### config.mk
export PLATFORM = sky130hd
export DESIGN_NAME = echo_scan_scheduler_flat
export DESIGN_NICKNAME = d
export VERILOG_FILES = /design/src/rtl/echo_scan_scheduler_if.sv /design/src/rtl/echo_scan_scheduler.sv /design/src/flat_wrapper.sv
export SDC_FILE = /design/constraint.sdc
export NUM_CORES = 1
export LEC_CHECK = 0
export ABC_AREA = 1
export ABC_CLOCK_PERIOD_IN_PS = 2390
export CORE_MARGIN = 5
export CORE_UTILIZATION = 50
export DETAILED_ROUTE_END_ITERATION = 16
export PLACE_DENSITY = 0.81
export SYNTH_ARGS = -nofsm -noshare
export SYNTH_HDL_FRONTEND = slang
export SYNTH_SLANG_ARGS = --single-unit
### constraint.sdc
create_clock -name clk -period 2.39 [get_ports clk]
set_input_delay 0.478 -clock clk [delete_from_list [all_inputs] [get_ports clk]]
set_output_delay 0.478 -clock clk [all_outputs]
set_load 0.05 [all_outputs]
### src/rtl/echo_scan_scheduler_if.sv
// -----------------------------------------------------------------------------
// echo_scan_scheduler_if
// Bundles the request/data side and the encoder/display side of the echo scan
// scheduler.
//   req[3:0]       per-channel display request, level-sensitive
//   ch_data[15:0]  channel i value at bits [4i+3:4i]
//   freeze         pauses the dwell countdown while a digit is shown
//   RE / RS        encoder enable / encoder clear strobe
//   A,B,C,D        latched nibble (A = bit 3, D = bit 0)
//   digit_sel[3:0] one-hot digit enable, zero when no digit is driven
//   grant[3:0]     one-hot, single-cycle grant to the winning channel
//   busy           high whenever the scheduler is not idle
// master: the requesting/observing side.  slave: the scheduler itself.
// -----------------------------------------------------------------------------
interface echo_scan_scheduler_if;
    logic [3:0]  req;
    logic [15:0] ch_data;
    logic        freeze;
    logic        RE;
    logic        RS;
    logic        A;
    logic        B;
    logic        C;
    logic        D;
    logic [3:0]  digit_sel;
    logic [3:0]  grant;
    logic        busy;

    modport master (
        output req, ch_data, freeze,
        input  RE, RS, A, B, C, D, digit_sel, grant, busy
    );

    modport slave (
        input  req, ch_data, freeze,
        output RE, RS, A, B, C, D, digit_sel, grant, busy
    );
endinterface

### src/rtl/echo_scan_scheduler.sv
// -----------------------------------------------------------------------------
// echo_scan_scheduler
// Time-multiplexes four 4-bit channels onto one shared encoder/display path.
// A round-robin arbiter picks a requesting channel; the scheduler then runs
// LOAD (1 cycle, grant pulse), SHOW (DWELL cycles, extendable with freeze)
// and BLANK (1 cycle, encoder clear) before serving the next request.
// Ports:
//   clk    rising-edge clock
//   rst_n  asynchronous active-low reset
//   sif    echo_scan_scheduler_if.slave (requests, data, freeze, display outputs)
// Parameter:
//   DWELL  SHOW cycles per digit, 1..255
// -----------------------------------------------------------------------------
module echo_scan_scheduler #(
    parameter int unsigned DWELL = 4
) (
    input  logic                   clk,
    input  logic                   rst_n,
    echo_scan_scheduler_if.slave   sif
);

    typedef enum logic [1:0] {
        S_IDLE,
        S_LOAD,
        S_SHOW,
        S_BLANK
    } state_t;

    state_t     r_state;
    logic [1:0] r_last_ch;
    logic [1:0] r_cur_ch;
    logic [3:0] r_data_q;
    logic [7:0] r_cnt;

    // Registered outputs
    logic       r_re;
    logic       r_rs;
    logic [3:0] r_abcd;
    logic [3:0] r_digit_sel;
    logic [3:0] r_grant;
    logic       r_busy;

    logic       w_any_req;
    logic [7:0] w_req2;
    logic [3:0] w_rot;
    logic [1:0] w_off;
    logic [1:0] w_win_ch;
    logic [3:0] w_win_nib;

    // Round-robin: rotate the request vector so bit 0 is the channel just
    // after last_ch, take the lowest set bit, and rotate the offset back.
    assign w_any_req = |sif.req;
    assign w_req2    = {sif.req, sif.req};
    assign w_rot     = w_req2[{1'b0, r_last_ch} + 3'd1 +: 4];

    always_comb begin
        w_off = 2'd3;
        if (w_rot[0])      w_off = 2'd0;
        else if (w_rot[1]) w_off = 2'd1;
        else if (w_rot[2]) w_off = 2'd2;
    end

    assign w_win_ch  = r_last_ch + 2'd1 + w_off;
    assign w_win_nib = sif.ch_data[{w_win_ch, 2'b00} +: 4];

    // Outputs are loaded alongside the state they belong to, so every output
    // is a flop and reset clears them immediately.
    always_ff @(posedge clk or negedge rst_n) begin
        if (!rst_n) begin
            r_state     <= S_IDLE;
            r_last_ch   <= 2'd3;
            r_cur_ch    <= 2'd0;
            r_data_q    <= 4'd0;
            r_cnt       <= 8'd0;
            r_re        <= 1'b0;
            r_rs        <= 1'b0;
            r_abcd      <= 4'd0;
            r_digit_sel <= 4'd0;
            r_grant     <= 4'd0;
            r_busy      <= 1'b0;
        end else begin
            case (r_state)
                S_IDLE, S_BLANK: begin
                    r_rs <= 1'b0;
                    if (w_any_req) begin
                        r_state  <= S_LOAD;
                        r_cur_ch <= w_win_ch;
                        r_data_q <= w_win_nib;
                        r_grant  <= 4'b0001 << w_win_ch;
                        r_busy   <= 1'b1;
                    end else begin
                        r_state  <= S_IDLE;
                        r_grant  <= 4'd0;
                        r_busy   <= 1'b0;
                    end
                end
                S_LOAD: begin
                    r_state     <= S_SHOW;
                    r_last_ch   <= r_cur_ch;
                    r_cnt       <= 8'(DWELL - 1);
                    r_grant     <= 4'd0;
                    r_re        <= 1'b1;
                    r_abcd      <= r_data_q;
                    r_digit_sel <= 4'b0001 << r_cur_ch;
                end
                S_SHOW: begin
                    // freeze only stalls the countdown; the display holds as is
                    if (!sif.freeze) begin
                        if (r_cnt == 8'd0) begin
                            r_state     <= S_BLANK;
                            r_re        <= 1'b0;
                            r_rs        <= 1'b1;
                            r_abcd      <= 4'd0;
                            r_digit_sel <= 4'd0;
                        end else begin
                            r_cnt <= r_cnt - 8'd1;
                        end
                    end
                end
            endcase
        end
    end

    assign sif.RE        = r_re;
    assign sif.RS        = r_rs;
    assign sif.A         = r_abcd[3];
    assign sif.B         = r_abcd[2];
    assign sif.C         = r_abcd[1];
    assign sif.D         = r_abcd[0];
    assign sif.digit_sel = r_digit_sel;
    assign sif.grant     = r_grant;
    assign sif.busy      = r_busy;

endmodule

### src/flat_wrapper.sv
// flat-port wrapper written by rule: the top's interface ports become plain ports
module echo_scan_scheduler_flat 
#(
    parameter int unsigned DWELL = 4
)
  (clk, rst_n, sif_req, sif_ch_data, sif_freeze, sif_RE, sif_RS, sif_A, sif_B, sif_C, sif_D, sif_digit_sel, sif_grant, sif_busy);
  echo_scan_scheduler_if sif_i ();
  input  logic clk;
  input  logic rst_n;
  input wire logic [$bits(sif_i.req)-1:0] sif_req;
  input wire logic [$bits(sif_i.ch_data)-1:0] sif_ch_data;
  input wire logic [$bits(sif_i.freeze)-1:0] sif_freeze;
  output wire logic [$bits(sif_i.RE)-1:0] sif_RE;
  output wire logic [$bits(sif_i.RS)-1:0] sif_RS;
  output wire logic [$bits(sif_i.A)-1:0] sif_A;
  output wire logic [$bits(sif_i.B)-1:0] sif_B;
  output wire logic [$bits(sif_i.C)-1:0] sif_C;
  output wire logic [$bits(sif_i.D)-1:0] sif_D;
  output wire logic [$bits(sif_i.digit_sel)-1:0] sif_digit_sel;
  output wire logic [$bits(sif_i.grant)-1:0] sif_grant;
  output wire logic [$bits(sif_i.busy)-1:0] sif_busy;
  assign sif_i.req = sif_req;
  assign sif_i.ch_data = sif_ch_data;
  assign sif_i.freeze = sif_freeze;
  assign sif_RE = sif_i.RE;
  assign sif_RS = sif_i.RS;
  assign sif_A = sif_i.A;
  assign sif_B = sif_i.B;
  assign sif_C = sif_i.C;
  assign sif_D = sif_i.D;
  assign sif_digit_sel = sif_i.digit_sel;
  assign sif_grant = sif_i.grant;
  assign sif_busy = sif_i.busy;
  echo_scan_scheduler #(.DWELL(DWELL)) u_core (.clk(clk), .rst_n(rst_n), .sif(sif_i));
endmodule
==> flow_summary.ini <==
[timing]
final_hold_viol_count = 0
max_slew.worst_pin.slew_ps = 528
relSlewSlack_pct = 64.8
fin_crit_ps = 2240
fmax_mhz = 446
fin_ws_ps = 149
fin_hold_ws_ps = 471
finalSetupViolations = 0
post-route-period-util_pct = 93.8
finalClockSkew_ps = 7.38
slew_viol_final = 0
rsz0062_at_grt = false
setup-tns-final_ps = 0

[synthesis]
syn_nets = 255
synth_top_area_share_pct = 41.8
synth.avg_cell_area_sq_um = 8.26
synth-edff-count = 0
synthTopCellsByCount = nand2_1, dfrtp_1, inv_1, nand3_1, nor2_1
synthArstFlopShare_pct = 100
syn_inst = 225
synthTopCellsByArea = dfrtp_1, nand2_1, nand3_1
yosys_warnings = 0
synth_ff_type = dfrtp_1
syn_area_sq_mm = 0.00186
yosysTopAreaCell = dfrtp_1
yosysUniqueCellTypes = 27
yosysSeqAreaShare_pct = 44.6
yosysMostFrequentCell = nand2_1
synth.ff_latch_count = 33

[cells_and_area]
area_growth_pct = 31.9
layout.nets = 304
diodes = 0
finish.instance_area_sq_mm = 0.00245
stdcell_count = 323
layout-drive-gt1-share_pct = 12.7
final-seq-area_sq_um = 828
fill_cells = 291
multi_input_area_sq_um = 905

[grt]
gr-usage-all-layers_pct = 16.9
grt_pass1_wl_mm = 6.96
grt_max_degree = 34
gr-total-overflow = 0
grt_antenna_before_repair = 0
first_global_vias = 1611

[min_path]
hold_class = reg -> reg

[die]
num_rows = 22
core_sq_mm = 0.00363
pin_count = 38
start_util_pct = 51.1
die_h_um = 71.0
die_w_um = 71.0
die_area_sq_mm = 0.00504

[power]
p_leak_nw = 1.21
ir_drop_v = 0.000977
powerDensity_mw_per_mm2 = 1610

[drt]
antenna_left = 0
dr.pass1.iters = 5
route.detailed.drc = 0
wl_mm = 4.09
via_count = 1638
drt-initial-drc-count = 67
routed_via_density = 5.07
wl_per_cell_um = 12.7

[setup_path]
critPathRequiredTime_ps = 2570
start_kind = primary input
crit_chain = clkdlybuf4s50_1, nand2_1, and2_1, o21ai_0, a32oi_1, ha_1, buf_4, mux2i_1, nand3_1, nand3_1, nand2_1
worstPathArrival_ps = 2420
criticalPathCategory = in -> reg
end_kind = flip-flop
cp_slowest_cell = clkdlybuf4s50_1
critPathMaxStageDelay_ps = 500
crit_path_max_fanout = 5

[clocking]
cts-hold-fix-buffers = 0
clock-sinks = 33
post_cts_resized = 0
h-tree-depth = 2
numCtsBuffers = 5
cts_tree = built
cts_buffer_depth = 2
cts_setup_buffers = 0
root_buffer = clkbuf_8
clk_pin_slew_ps = 70
clk_latency_ps = 290

[placement]
dp_hpwl_mm = 3.16
place_congestion = 0.805
placed_cells = 315
portBuffers = 37
post_dp_cell_area_sq_mm = 0.00232
pre_cts_ws_ps = -116

[job]
drv_cap = 0

[outcome]
run_status = complete, no violations
==> area by class of cell <==
cell class / count / share of cell area, %
Sequential cell: 33 / 33.8
Clock buffer: 5 / 2.81
Clock inverter: 3 / 2.65
Inverter: 25 / 3.83
Multi-Input combinational cell: 164 / 36.9
Tap cell: 48 / 2.45
Timing Repair Buffer: 45 / 17.6
==> state kept, by name (all words and copies together) (netlist names) <==
name	cells
u_core.sif.RE	1
u_core.r_abcd	4
u_core.r_state	2
u_core.r_last_ch	2
u_core.r_cnt	8
u_core.sif.RS	1
u_core.r_data_q	4
u_core.sif.busy	1
u_core.r_cur_ch	2
u_core.sif.grant	4
u_core.sif.digit_sel	4
==> through the flow <==
| step | util (%) | power, mW |
|---|---|---|
| floorplan | - | 2.70 |
| global placement | 63.8 | 3.27 |
| detailed placement | 63.8 | 3.33 |
| CTS | 67.5 | 3.97 |
| global route | 67.5 | 4.25 |
| finish | 67.5 | 3.94 |
==> critical path, delay by kind of cell <==
family	cells	cell delay, ps
AO/OA/AOI/OAI	2	270
adder cells (fa/ha/maj)	1	320
buffers and inverters	2	660
multiplexers	1	220
AND/OR/NAND/NOR	5	480
==> cell families (layout without fill, tap and decap cells) <==
kind of cell	after synthesis	after routing	share of synthesized area [%]
buffers and inverters	28	78	6.73
DFF	33	33	44.6
xor gates and xnor gates	2	2	0.943
AOI/OAI and AO/OA	31	31	10.3
adders and majority gates	7	7	4.71
and+or+nand+nor	116	116	28.4
muxes	8	8	4.31
==> placed cells by master, fill, tap and decap left out <==
| master | count |
|---|---|
| and2_1 | 1 |
| clkbuf_8 | 5 |
| ha_1 | 7 |
| clkdlybuf4s50_1 | 37 |
| nand4_1 | 3 |
| o21ai_2 | 2 |
| o21ai_0 | 14 |
| inv_2 | 1 |
| mux2i_1 | 8 |
| nand2_1 | 58 |
| nand3_1 | 24 |
| a31oi_1 | 1 |
| a21oi_1 | 3 |
| buf_4 | 8 |
| o31ai_1 | 4 |
| o21ai_1 | 5 |
| a32oi_1 | 1 |
| bufinv_16 | 2 |
| inv_1 | 24 |
| nand3_2 | 4 |
| dfstp_2 | 2 |
| nand2_2 | 7 |
| nor2_1 | 17 |
| o21bai_4 | 1 |
| clkinv_2 | 1 |
| dfrtp_1 | 31 |
| nand2_4 | 1 |
| xor2_1 | 2 |
| nor2_2 | 1 |
==> path summary, 6_finish.rpt <==
kind                                            startpoint                         endpoint  slack (ps)  depth (start not counted)
setup reg to reg           u_core.r_last_ch[0]$_DFFE_PN1N_   u_core.r_data_q[0]$_DFFE_PN0P_         230                         11
hold / removal                u_core.r_abcd[3]$_DFFE_PN0P_     u_core.r_abcd[3]$_DFFE_PN0P_         470                          2
hold reg to reg               u_core.r_abcd[3]$_DFFE_PN0P_     u_core.r_abcd[3]$_DFFE_PN0P_         470                          2
min in group asynchronous                            rst_n   u_core.r_cur_ch[0]$_DFFE_PN0P_         590                          2
setup / recovery                                sif_req[1]   u_core.r_data_q[0]$_DFFE_PN0P_         150                         11
max in group asynchronous                            rst_n  u_core.r_last_ch[1]$_DFFE_PN1N_        1480                          2
==> per-layer routing <==
layer | global-route usage [%] | routed length [um] | vias to the layer above
li1 | - | - | 841
met1 | 21.5 | 1820 | 757
met2 | 28.9 | 2040 | 35
met3 | 4.97 | 197 | 5
met4 | 3.13 | 32 | 0
met5 | 0 | 0 | -
==> report_power, final <==
| part | internal [mW] | switching [mW] |
|---|---|---|
| Combinational | 0.848 | 1.51 |
| Clock | 0.414 | 0.209 |
| Sequential | 0.813 | 0.149 |
| Total | 2.07 | 1.87 |
(Power assumes the default switching activity.)
